### src/rtl/fetch_pkg.sv
// Shared constants, occupancy states and address helpers for the IF-stage fetch sequencer.
package fetch_pkg;

  localparam int XLEN = 32;
  localparam logic [XLEN-1:0] INSTR_STEP = 32'd4;
  localparam logic [XLEN-1:0] RESET_PC_DEFAULT = 32'h0000_0000;

  typedef enum logic [1:0] {
    EMPTY  = 2'd0,
    STREAM = 2'd1,
    FULL   = 2'd2
  } occ_state_e;

  function automatic logic [XLEN-1:0] wrap_addr(input logic [XLEN-1:0] addr,
                                                input logic [XLEN-1:0] mask);
    return addr & mask;
  endfunction

endpackage

### src/rtl/fetch_skid_buf.sv
// One-entry pc+instr holding register; load takes precedence over clear.
module fetch_skid_buf
  import fetch_pkg::*;
(
  input  logic            clk,
  input  logic            rst,
  input  logic            load_i,
  input  logic            clear_i,
  input  logic [XLEN-1:0] pc_i,
  input  logic [XLEN-1:0] instr_i,
  output logic            valid_o,
  output logic [XLEN-1:0] pc_o,
  output logic [XLEN-1:0] instr_o
);

  logic            valid_q;
  logic [XLEN-1:0] pc_q;
  logic [XLEN-1:0] instr_q;

  always_ff @(posedge clk or posedge rst) begin
    if (rst) begin
      valid_q <= 1'b0;
      pc_q    <= 32'd0;
      instr_q <= 32'd0;
    end else if (load_i) begin
      valid_q <= 1'b1;
      pc_q    <= pc_i;
      instr_q <= instr_i;
    end else if (clear_i) begin
      valid_q <= 1'b0;
    end else begin
      valid_q <= valid_q;
    end
  end

  assign valid_o = valid_q;
  assign pc_o    = pc_q;
  assign instr_o = instr_q;

endmodule

### src/rtl/fetch_controller.sv
// IF-stage sequencer: owns the pc, issues reads to a 1-cycle synchronous imem and presents
// instructions to ID through a valid/stall slot backed by a one-entry skid buffer.
module fetch_controller
  import fetch_pkg::*;
#(
  parameter logic [31:0] RESET_PC   = RESET_PC_DEFAULT,
  parameter int unsigned IMEM_BYTES = 32
) (
  input  logic             clk,
  input  logic             rst,
  input  logic             stall,
  input  logic             redirect,
  input  logic [XLEN-1:0]  redirect_pc,
  output logic             imem_en,
  output logic [XLEN-1:0]  imem_addr,
  input  logic [XLEN-1:0]  imem_instr,
  output logic             if_valid,
  output logic [XLEN-1:0]  if_pc,
  output logic [XLEN-1:0]  if_instr,
  output logic             misalign_err
);

  localparam logic [XLEN-1:0] PC_MASK = XLEN'(IMEM_BYTES - 1);

  occ_state_e      state_q;
  logic [XLEN-1:0] pc_q, pc_d;
  logic            inflight_q, inflight_d;
  logic [XLEN-1:0] inflight_pc_q, inflight_pc_d;
  logic [XLEN-1:0] if_pc_q, if_instr_q;
  logic            misalign_q;

  logic            skid_valid;
  logic [XLEN-1:0] skid_pc, skid_instr;
  logic            accept, issue, slot_take, skid_load, skid_clear;

  assign if_valid  = (state_q != EMPTY);
  assign accept    = if_valid & ~stall;
  // A stalled slot with a read landing and an empty skid must not issue: the skid takes that read.
  assign issue     = ~rst & ~redirect & (~skid_valid | accept)
                   & ~(stall & if_valid & inflight_q & ~skid_valid);
  assign slot_take  = ~redirect & (~if_valid | accept);
  assign skid_load  = ~redirect & if_valid & stall & inflight_q;
  assign skid_clear = redirect | (slot_take & skid_valid);

  always_comb begin
    pc_d          = pc_q;
    inflight_d    = 1'b0;
    inflight_pc_d = inflight_pc_q;
    if (redirect) begin
      pc_d = wrap_addr({redirect_pc[31:2], 2'b00}, PC_MASK);
    end else if (issue) begin
      pc_d          = wrap_addr(pc_q + INSTR_STEP, PC_MASK);
      inflight_d    = 1'b1;
      inflight_pc_d = pc_q;
    end else begin
      pc_d = pc_q;
    end
  end

  always_ff @(posedge clk or posedge rst) begin
    if (rst) begin
      pc_q          <= RESET_PC;
      inflight_q    <= 1'b0;
      inflight_pc_q <= 32'd0;
    end else begin
      pc_q          <= pc_d;
      inflight_q    <= inflight_d;
      inflight_pc_q <= inflight_pc_d;
    end
  end

  always_ff @(posedge clk or posedge rst) begin
    if (rst) begin
      state_q    <= EMPTY;
      if_pc_q    <= 32'd0;
      if_instr_q <= 32'd0;
      misalign_q <= 1'b0;
    end else begin
      misalign_q <= misalign_q | (redirect & (redirect_pc[1:0] != 2'b00));
      if (redirect) begin
        state_q <= EMPTY;
      end else if (slot_take) begin
        if (skid_valid) begin
          state_q    <= STREAM;
          if_pc_q    <= skid_pc;
          if_instr_q <= skid_instr;
        end else if (inflight_q) begin
          state_q    <= STREAM;
          if_pc_q    <= inflight_pc_q;
          if_instr_q <= imem_instr;
        end else begin
          state_q <= EMPTY;
        end
      end else begin
        // Slot is held by a stall here; only a landing read changes occupancy.
        case (state_q)
          STREAM:  state_q <= inflight_q ? FULL : STREAM;
          FULL:    state_q <= FULL;
          default: state_q <= state_q;
        endcase
      end
    end
  end

  fetch_skid_buf u_skid (
    .clk     (clk),
    .rst     (rst),
    .load_i  (skid_load),
    .clear_i (skid_clear),
    .pc_i    (inflight_pc_q),
    .instr_i (imem_instr),
    .valid_o (skid_valid),
    .pc_o    (skid_pc),
    .instr_o (skid_instr)
  );

  assign imem_en      = issue;
  assign imem_addr    = pc_q;
  assign if_pc        = if_pc_q;
  assign if_instr     = if_instr_q;
  assign misalign_err = misalign_q;

endmodule

### config.mk
export PLATFORM = sky130hd
export DESIGN_NAME = fetch_controller
export DESIGN_NICKNAME = d
export VERILOG_FILES = /design/src/rtl/fetch_pkg.sv /design/src/rtl/fetch_skid_buf.sv /design/src/rtl/fetch_controller.sv
export SDC_FILE = /design/constraint.sdc
export NUM_CORES = 1
export LEC_CHECK = 0
export BUFFER_PORTS_ARGS = -buffer_cell sky130_fd_sc_hd__buf_4
export CAP_MARGIN = 0
export CORE_MARGIN = 3
export CORE_UTILIZATION = 52
export CTS_CLUSTER_SIZE = 20
export DETAILED_ROUTE_END_ITERATION = 16
export HOLD_SLACK_MARGIN = 0.06
export PLACE_DENSITY = 0.95
export SETUP_SLACK_MARGIN = 0.15
export SLEW_MARGIN = 20
export SYNTH_ARGS = -nofsm -noshare
export SYNTH_HDL_FRONTEND = slang
export SYNTH_SLANG_ARGS = --single-unit
### constraint.sdc
create_clock -name clk -period 7 [get_ports clk]
set_input_delay 0.7 -clock clk [delete_from_list [all_inputs] [get_ports clk]]
set_output_delay 0.7 -clock clk [all_outputs]
set_load 0.005 [all_outputs]
# Word level (Yosys, flattened, before mapping)
# Index checks and enable logic that the tools add are counted.
# W data, S select, Z words.
dict set report word_totals {
  elab_cells 60
  reg_bits 197
  output_inout_bits 99
}
dict set report op_classes {
  n_bitwise 23
  add_sub_neg 1
  n_reduce_logical 8
  eq_ne 2
  muxes 16
}
# operator count
set ops {}
lappend ops {{$mux W32} 6}
lappend ops {{$and A1 B1 Y1} 13}
lappend ops {{$reduce_bool A2 Y1} 5}
lappend ops {{$mux W1} 6}
lappend ops {{$mux W2} 3}
lappend ops {{$not A1 Y1} 6}
lappend ops {{$add A5 B3 Y5 const B} 1}
lappend ops {{$or A1 B1 Y1} 4}
lappend ops {{$pmux W2 S2} 1}
lappend ops {{$reduce_bool A4 Y1} 1}
lappend ops {{$reduce_and A3 Y1} 1}
lappend ops {{$eq A2 B1 Y1 const B} 1}
lappend ops {{$eq A2 B2 Y1 const B} 1}
lappend ops {{$reduce_and A2 Y1} 1}

# Longest topological paths before layout
# Gate-level depths: netlist of run 1.
dict set report depth {
  word_depth 8
  ltp_mapped 7
  depth_no_buf 6
}

# By module
# Synthesis of run 1 repeated with hierarchy kept, for this count alone.
dict set report hier_totals {
  hier_cells 440
  hier_area_um2 5987.0
}
# module area_each_um2 cells_each instances seq_area_each_um2
set modules_own_cells {}
lappend modules_own_cells {fetch_controller 3368.2 301 1 1851.8}
lappend modules_own_cells {fetch_skid_buf 2618.8 139 1 1626.6}

# Least setup slack after synthesis of run 1
# Ideal clock, no wire load.
dict set report synth_path {
  kind {input-to-output}
  startpoint {in stall}
  endpoint {out imem_en}
  required_time_ns 6.300
  cell_stages 3
  slack_ns 5.192
  arrival_ns 1.108
  path_cell_list {nor3_1 > a21oi_2 > nor2_1}
}
dict set report synth_between {
  elab_chain_len 5
}
# item line
set synth_rtl {}
lappend synth_rtl {{start, declared} fetch_controller.sv:11} ;# input logic stall,
lappend synth_rtl {{$not A1 Y1 or $and A1 B1 Y1 (tied branches)} {fetch_controller.sv:37, fetch_controller.sv:40}}
lappend synth_rtl {{$and A1 B1 Y1, on equally long branches} {fetch_controller.sv:37, fetch_controller.sv:40}}
lappend synth_rtl {{$or A1 B1 Y1 or $and A1 B1 Y1 (tied branches)} {fetch_controller.sv:39, fetch_controller.sv:40}}
lappend synth_rtl {{$and A1 B1 Y1 or $not A1 Y1 (tied branches)} {fetch_controller.sv:39, fetch_controller.sv:40}}
lappend synth_rtl {{$and A1 B1 Y1 (*)} fetch_controller.sv:40} ;# & ~(stall & if_valid & inflight_q & ~skid_valid);
lappend synth_rtl {{end, declared} fetch_controller.sv:14} ;# output logic imem_en,
# Mark *: on every way between the ends. The rest lies on a longest branch, timed or not.

# Worst setup path after layout of run 1
dict set report layout_path {
  startpoint {reg u_skid.valid_q (netlist: u_skid.valid_o)}
  endpoint {out imem_en}
}
dict set report layout_between {
  elab_chain_len 4
}
# item line
set layout_rtl {}
lappend layout_rtl {{start, declared} fetch_skid_buf.sv:16} ;# logic valid_q;
lappend layout_rtl {{start signal, assigned} fetch_skid_buf.sv:32} ;# valid_q <= valid_q;
lappend layout_rtl {{$not A1 Y1 (*)} {fetch_controller.sv:39, fetch_controller.sv:40}}
lappend layout_rtl {{$or A1 B1 Y1 or $and A1 B1 Y1 (tied branches)} {fetch_controller.sv:39, fetch_controller.sv:40}}
lappend layout_rtl {{$and A1 B1 Y1 or $not A1 Y1 (tied branches)} {fetch_controller.sv:39, fetch_controller.sv:40}}
lappend layout_rtl {{$and A1 B1 Y1 (*)} fetch_controller.sv:40}
# Marked as above.

==> results of run 1 <==
synthesized netlist by cell type (all sizes together):
library cell	n
or3	1
nor2	43
nand2	2
o21ai	4
a31oi	1
xor2	1
ha	3
buf	73
a21oi	39
and3	1
conb	1
nand2b	3
dfrtp	81
inv	6
nor3	3
and2b	1
mux2	38
and2	1
mux2i	36
metal layers:
layer	GRT usage	vias to the layer above
li1	-	1186
met1	0.216	1216
met2	0.311	96
met3	0.0321	6
met4	0.0542	0
met5	0	-
sequential cells by signal, summed over array words and instances (netlist names), 2 cells and up:
| signal | flops |
|---|---|
| u_skid.pc_o | 3 |
| if_pc | 3 |
| inflight_pc_q | 3 |
| if_instr | 32 |
| state_q | 2 |
| u_skid.instr_o | 32 |
| imem_addr | 3 |
through the flow:
| stage | power [mW] | util | cell area (sq um) | hold slack, ps |
|---|---|---|---|---|
| floorplan | 0.792 | - | 4250 | 459 |
| global placement | 0.888 | 0.602 | 4430 | 454 |
| detailed placement | 0.907 | 0.604 | 4450 | 475 |
| CTS | 1.21 | 0.628 | 4630 | 498 |
| global route | 1.27 | 0.633 | 4660 | 522 |
| finish | 1.19 | 0.633 | 4660 | 489 |
final timing paths:
kind	startpoint	to	slack [ps]	cells past startpoint
min in group asynchronous	rst	if_instr[0]$_DFFE_PP0P_	690	3
max in group asynchronous	rst	u_skid.valid_o$_DFFE_PP0P_	5650	3
min	misalign_err$_DFF_PP0_	misalign_err$_DFF_PP0_	490	1
max	u_skid.valid_o$_DFFE_PP0P_	imem_en	4390	5
max reg2reg	u_skid.valid_o$_DFFE_PP0P_	if_instr[13]$_DFFE_PP0P_	4530	7
min reg2reg	misalign_err$_DFF_PP0_	misalign_err$_DFF_PP0_	490	1
critical path: stages (launching register included):
cell and delay, ps:
dfrtp_2 740, buf_12 270, nor2_1 80, a21oi_2 270
nor2_1 80, buf_4 140
kinds of logic (layout without fill, tap and decap cells):
logic type      after synthesis  count (layout)  synth area share
compound gates               44              44            0.0558
xor+xnor                      1               1           0.00217
fa+ha+maj                     3               3           0.00931
buf+inv                      79             108             0.145
flops                        81              81             0.502
mux                          74              74             0.223
other cells                   1              58          0.000930
simple gates                 55              55            0.0605
cell usage in the layout (no fill, tap or decap):
cell	count
a21oi_1	38
a21oi_2	1
a31oi_1	1
and2_2	1
and2b_4	1
and3_2	1
buf_12	2
buf_4	83
buf_8	1
clkbuf_1	1
clkbuf_8	10
clkinv_2	4
clkinv_4	1
clkinvlp_4	1
conb_1	58
dfrtp_1	80
dfrtp_2	1
ha_1	3
inv_1	4
inv_2	1
mux2_2	8
mux2_4	30
mux2i_1	36
nand2_1	2
nand2b_1	3
nor2_1	43
nor3_1	2
nor3_4	1
o21ai_0	4
or3_1	1
xor2_1	1
final cells by class:
type                            count  area [sq um]  share of cell area
Clock buffer                       11           141              0.0303
Clock inverter                      5          31.3             0.00671
Inverter                            6          23.8             0.00510
Multi-Input combinational cell    235          1640               0.351
Sequential cell                    81          2030               0.435
Tap cell                           99           124              0.0266
Timing Repair Buffer               86           678               0.145
power by group:
part	total [mW]	internal, mW	switching [mW]
clock	0.296	0.137	0.158
combinational	0.271	0.166	0.105
sequential	0.625	0.566	0.0594
==> run metrics, run 1 <==
core box area=0.00737 sq mm; Overflow after GRT=0; initial core utilization=0.547; M1 WL=3060 um; clk_lat worst skew=340 ps; clk root buf=clkbuf_8; Final TNS setup=0 ps; Detail Route Antenna Nets=0; pwr/cell area=256 mW/mm^2; routed wire length=7500 um; dpl ws=3810 ps; Cells after DPL=505; met3 WL=459 um; crit-path max FO=20; setup violators final=0; final hold violation count=0; first-pass GRT wire length=12200 um; Synth Register Bits=81; area delta synth->final=15.6%; ant diodes=0; GR Util All Layers=0.175; DR WL met2=3920 um; worst min-delay path class=register to register; IO Pins=167; vias in the first global route=2562; worst-margin pin slew=977 ps; Startpoint Class=register; HPWL after DPL=5220 um; die area=0.00885 sq mm; upper clock frequency limit=383 MHz; drt pass-1 iters=4; RSZ-0062 raised after global routing=false; share of layout cells above drive strength 1=0.347; Req. time, crit path=6300 ps; DR top layer=met4; area leader, netlist=dfrtp_1; crit path DAT=1910 ps; Synth Instances=338; sequential area share after synthesis=0.502; Yosys warning total=0; Synth cell types=26; largest net degree at the start of global routing=82; die width=94.1 um; Avg WL per Cell=14.3 um; outcome=completed; Crit Path Class=register to primary output; GP Congestion=0.735; Cell Area, Synth=0.00403 sq mm; slew margin rel.=0.349; final worst slack=4390 ps; die height=94.1 um; Num CTS Buffers=9; min Tclk post-route=2610 ps; clock sink total=81; hold bufs inserted after CTS=0; clk slew on worst S/H paths=80 ps; Leak=2.18 nW; antenna violations before repair=0; Rows=31; Avg Cell Area, Syn=11.9 sq um; CTS resizes=0; CTS Buffer Depth=2; # DRC=0; final clock period utilization by the worst path=0.373; CTS tree=done; IO Port Bufs=81; Post-CTS Setup Repair Bufs=0; Max-Cap Viols=0; Starting DRT DRC Count=78; Slew Viols, Final=0; Final Skew=11.3 ps; critical path capture point type=primary output; detailed-route via count=2504; number of fill cells=577; Yosys top cell area share=0.502; Worst VDD drop=0.129 mV; Final Net Count=490; Via-to-Cell Ratio=4.79; # H-tree levels=3; Final Non-Filler Cells=523; Synth area leaders=dfrtp_1, mux2_4, buf_4, mux2i_1, a21oi_1
(Power assumes the default switching activity.)
==> run 2, diff against run 1 <==
--- a/config.mk
+++ b/config.mk
@@ -8,11 +8,11 @@
 export BUFFER_PORTS_ARGS = -buffer_cell sky130_fd_sc_hd__buf_4
 export CAP_MARGIN = 0
 export CORE_MARGIN = 3
-export CORE_UTILIZATION = 52
+export CORE_UTILIZATION = 48
 export CTS_CLUSTER_SIZE = 20
 export DETAILED_ROUTE_END_ITERATION = 16
 export HOLD_SLACK_MARGIN = 0.06
-export PLACE_DENSITY = 0.95
+export PLACE_DENSITY = 0.9
 export SETUP_SLACK_MARGIN = 0.15
 export SLEW_MARGIN = 20
 export SYNTH_ARGS = -nofsm -noshare
==> constraint.sdc (replaced) <==
create_clock -name clk -period 2.5 [get_ports clk]
set_input_delay 0.25 -clock clk [delete_from_list [all_inputs] [get_ports clk]]
set_output_delay 0.25 -clock clk [all_outputs]
set_load 0.005 [all_outputs]
==> run 2 against run 1 <==
  * Power grew to 2.9 times the previous value
  * Non-clock buffer count up 1
  * Global-route usage fell by 1.4 points
  * First-iteration DRC count shrank 37%
  * Critical path depth is 1 higher
  * Critical path type unchanged
==> run metrics, run 2 (synthesis gave the netlist of run 1 again) <==
Clock power frac=0.282; Leak=2.20 nW; Rows=32; most common cell after layout, fill and taps aside=buf_4; pwr/cell area=743 mW/mm^2; CTS Buffer Depth=2; number of fill cells=647; Crit Path Class=register to primary output; Num CTS Buffers=9; slew margin rel.=0.549; GP Congestion=0.727; Post-CTS Setup Repair Bufs=0; crit-path max FO=6; clock sink total=81; final worst slack=563 ps; IO Pins=167; Final Skew=9.71 ps; die area=0.00954 sq mm; clk root buf=clkbuf_8; setup violators final=0; power share of the sequential group=0.499; die width=97.7 um; Starting DRT DRC Count=49; final clock period utilization by the worst path=0.775; crit path DAT=1690 ps; drt pass-1 iters=4; WHS Path Cells=3; GR Util All Layers=0.161; IO Port Bufs=81; Final Core Density=0.594; Max-Cap Viols=0; Reg2Reg Depth=6; Tot Pwr=3.50 mW; upper clock frequency limit=516 MHz; routed wire length=7470 um; Final TNS setup=0 ps; area delta synth->final=16.8%; Avg WL per Cell=14.2 um; antenna violations before repair=0; vias in the first global route=2610; commonest cells after routing, fill and taps aside=buf_4, dfrtp_1, conb_1, nor2_1, a21oi_1; Req. time, crit path=2250 ps; Overflow after GRT=0; # DRC=0; final hold violation count=0; first-pass GRT wire length=12500 um; Via-to-Cell Ratio=4.75; clk slew on worst S/H paths=80 ps; Logic pwr share=0.218; # H-tree levels=3; worst-margin pin slew=676 ps; core box area=0.00793 sq mm; initial core utilization=0.509; CTS tree=done; sw frac=0.259; ant diodes=0; min Tclk post-route=1940 ps; Startpoint Class=register; CTS resizes=0; Pint=2.59 mW; HPWL after DPL=5330 um; die height=97.7 um; outcome=completed; Sw Pwr=0.907 mW; RSZ-0062 raised after global routing=false; share of layout cells above drive strength 1=0.348; Worst VDD drop=0.317 mV; dpl ws=577 ps; Detail Route Antenna Nets=0; critical path capture point type=primary output; clk_lat worst skew=330 ps; worst min-delay path class=input pin to register; Slew Viols, Final=0; largest net degree at the start of global routing=44; Final Net Count=491; detailed-route via count=2505
==> run 2: cell types whose count changed in the layout (fill, tap and decap cells not counted), sizes merged <==
cell and change:
clkinv -3, bufinv +1, clkbuf +1, clkinvlp +1, dlygate4sd3 +1
==> run 2: power groups by stage <==
stage / clock network (mW) / registers (mW) / logic [mW]
2_1_floorplan: 0 / 1.75 / 0.470
3_3_place_gp: 0 / 1.75 / 0.744
3_5_place_dp: 0 / 1.77 / 0.775
4_1_cts: 1.02 / 1.75 / 0.779
5_1_grt: 1.08 / 1.79 / 0.850
6_report: 0.988 / 1.75 / 0.764
==> run 2: area by class of cell <==
| cell class | instances | area, sq um | share of cell area |
|---|---|---|---|
| clock inverter | 4 | 50.0 | 0.0106 |
| timing repair buffer | 87 | 681 | 0.144 |
| inverter | 6 | 23.8 | 0.00505 |
| multi-input combinational | 235 | 1640 | 0.347 |
| tap | 102 | 128 | 0.0271 |
| sequential | 81 | 2030 | 0.431 |
| clock buffer | 12 | 165 | 0.0351 |
==> run 2: path summary, 6_finish.rpt <==
path / startpoint / end / slack (ps)
setup / recovery: state_q[0]$_DFFE_PP0P_ / imem_en / 560
hold / removal: redirect_pc[2] / imem_addr[2]$_DFFE_PP0P_ / 120
setup reg to reg: state_q[0]$_DFFE_PP0P_ / u_skid.instr_o[30]$_DFFE_PP0P_ / 580
hold reg to reg: misalign_err$_DFF_PP0_ / misalign_err$_DFF_PP0_ / 470
max in group asynchronous: rst / u_skid.instr_o[16]$_DFFE_PP0P_ / 1280
min in group asynchronous: rst / state_q[0]$_DFFE_PP0P_ / 570
==> run 2: worst max-delay path: stages (launching register included) <==
cell and delay, ps:
dfrtp_1 350, inv_1 60, ha_1 240, nand2b_1 190, a21oi_2 300, nor2_1 80, buf_4 140
==> run 2: metal layers <==
metal / global-route usage / wire length (um) / vias to the layer above
met5: 0 / 0 / -
met4: 0.0618 / 146 / 0
met3: 0.0337 / 431 / 14
met2: 0.274 / 3830 / 92
met1: 0.201 / 3060 / 1217
li1: - / - / 1182
==> run 2: repair_timing <==
item	in CTS	in global routing
endpoints found under the setup margin	0	0
endpoints found under the hold margin	38	0
hold buffers	1	0
==> run 2: through the flow <==
stage                     hold slack, ps  cells  area (sq um)
after floorplan                      358    395          4250
after global placement               390    510          4490
after detailed placement             397    510          4490
after CTS                            110    527          4710
after global routing                 132    527          4710
final                                122    527          4710
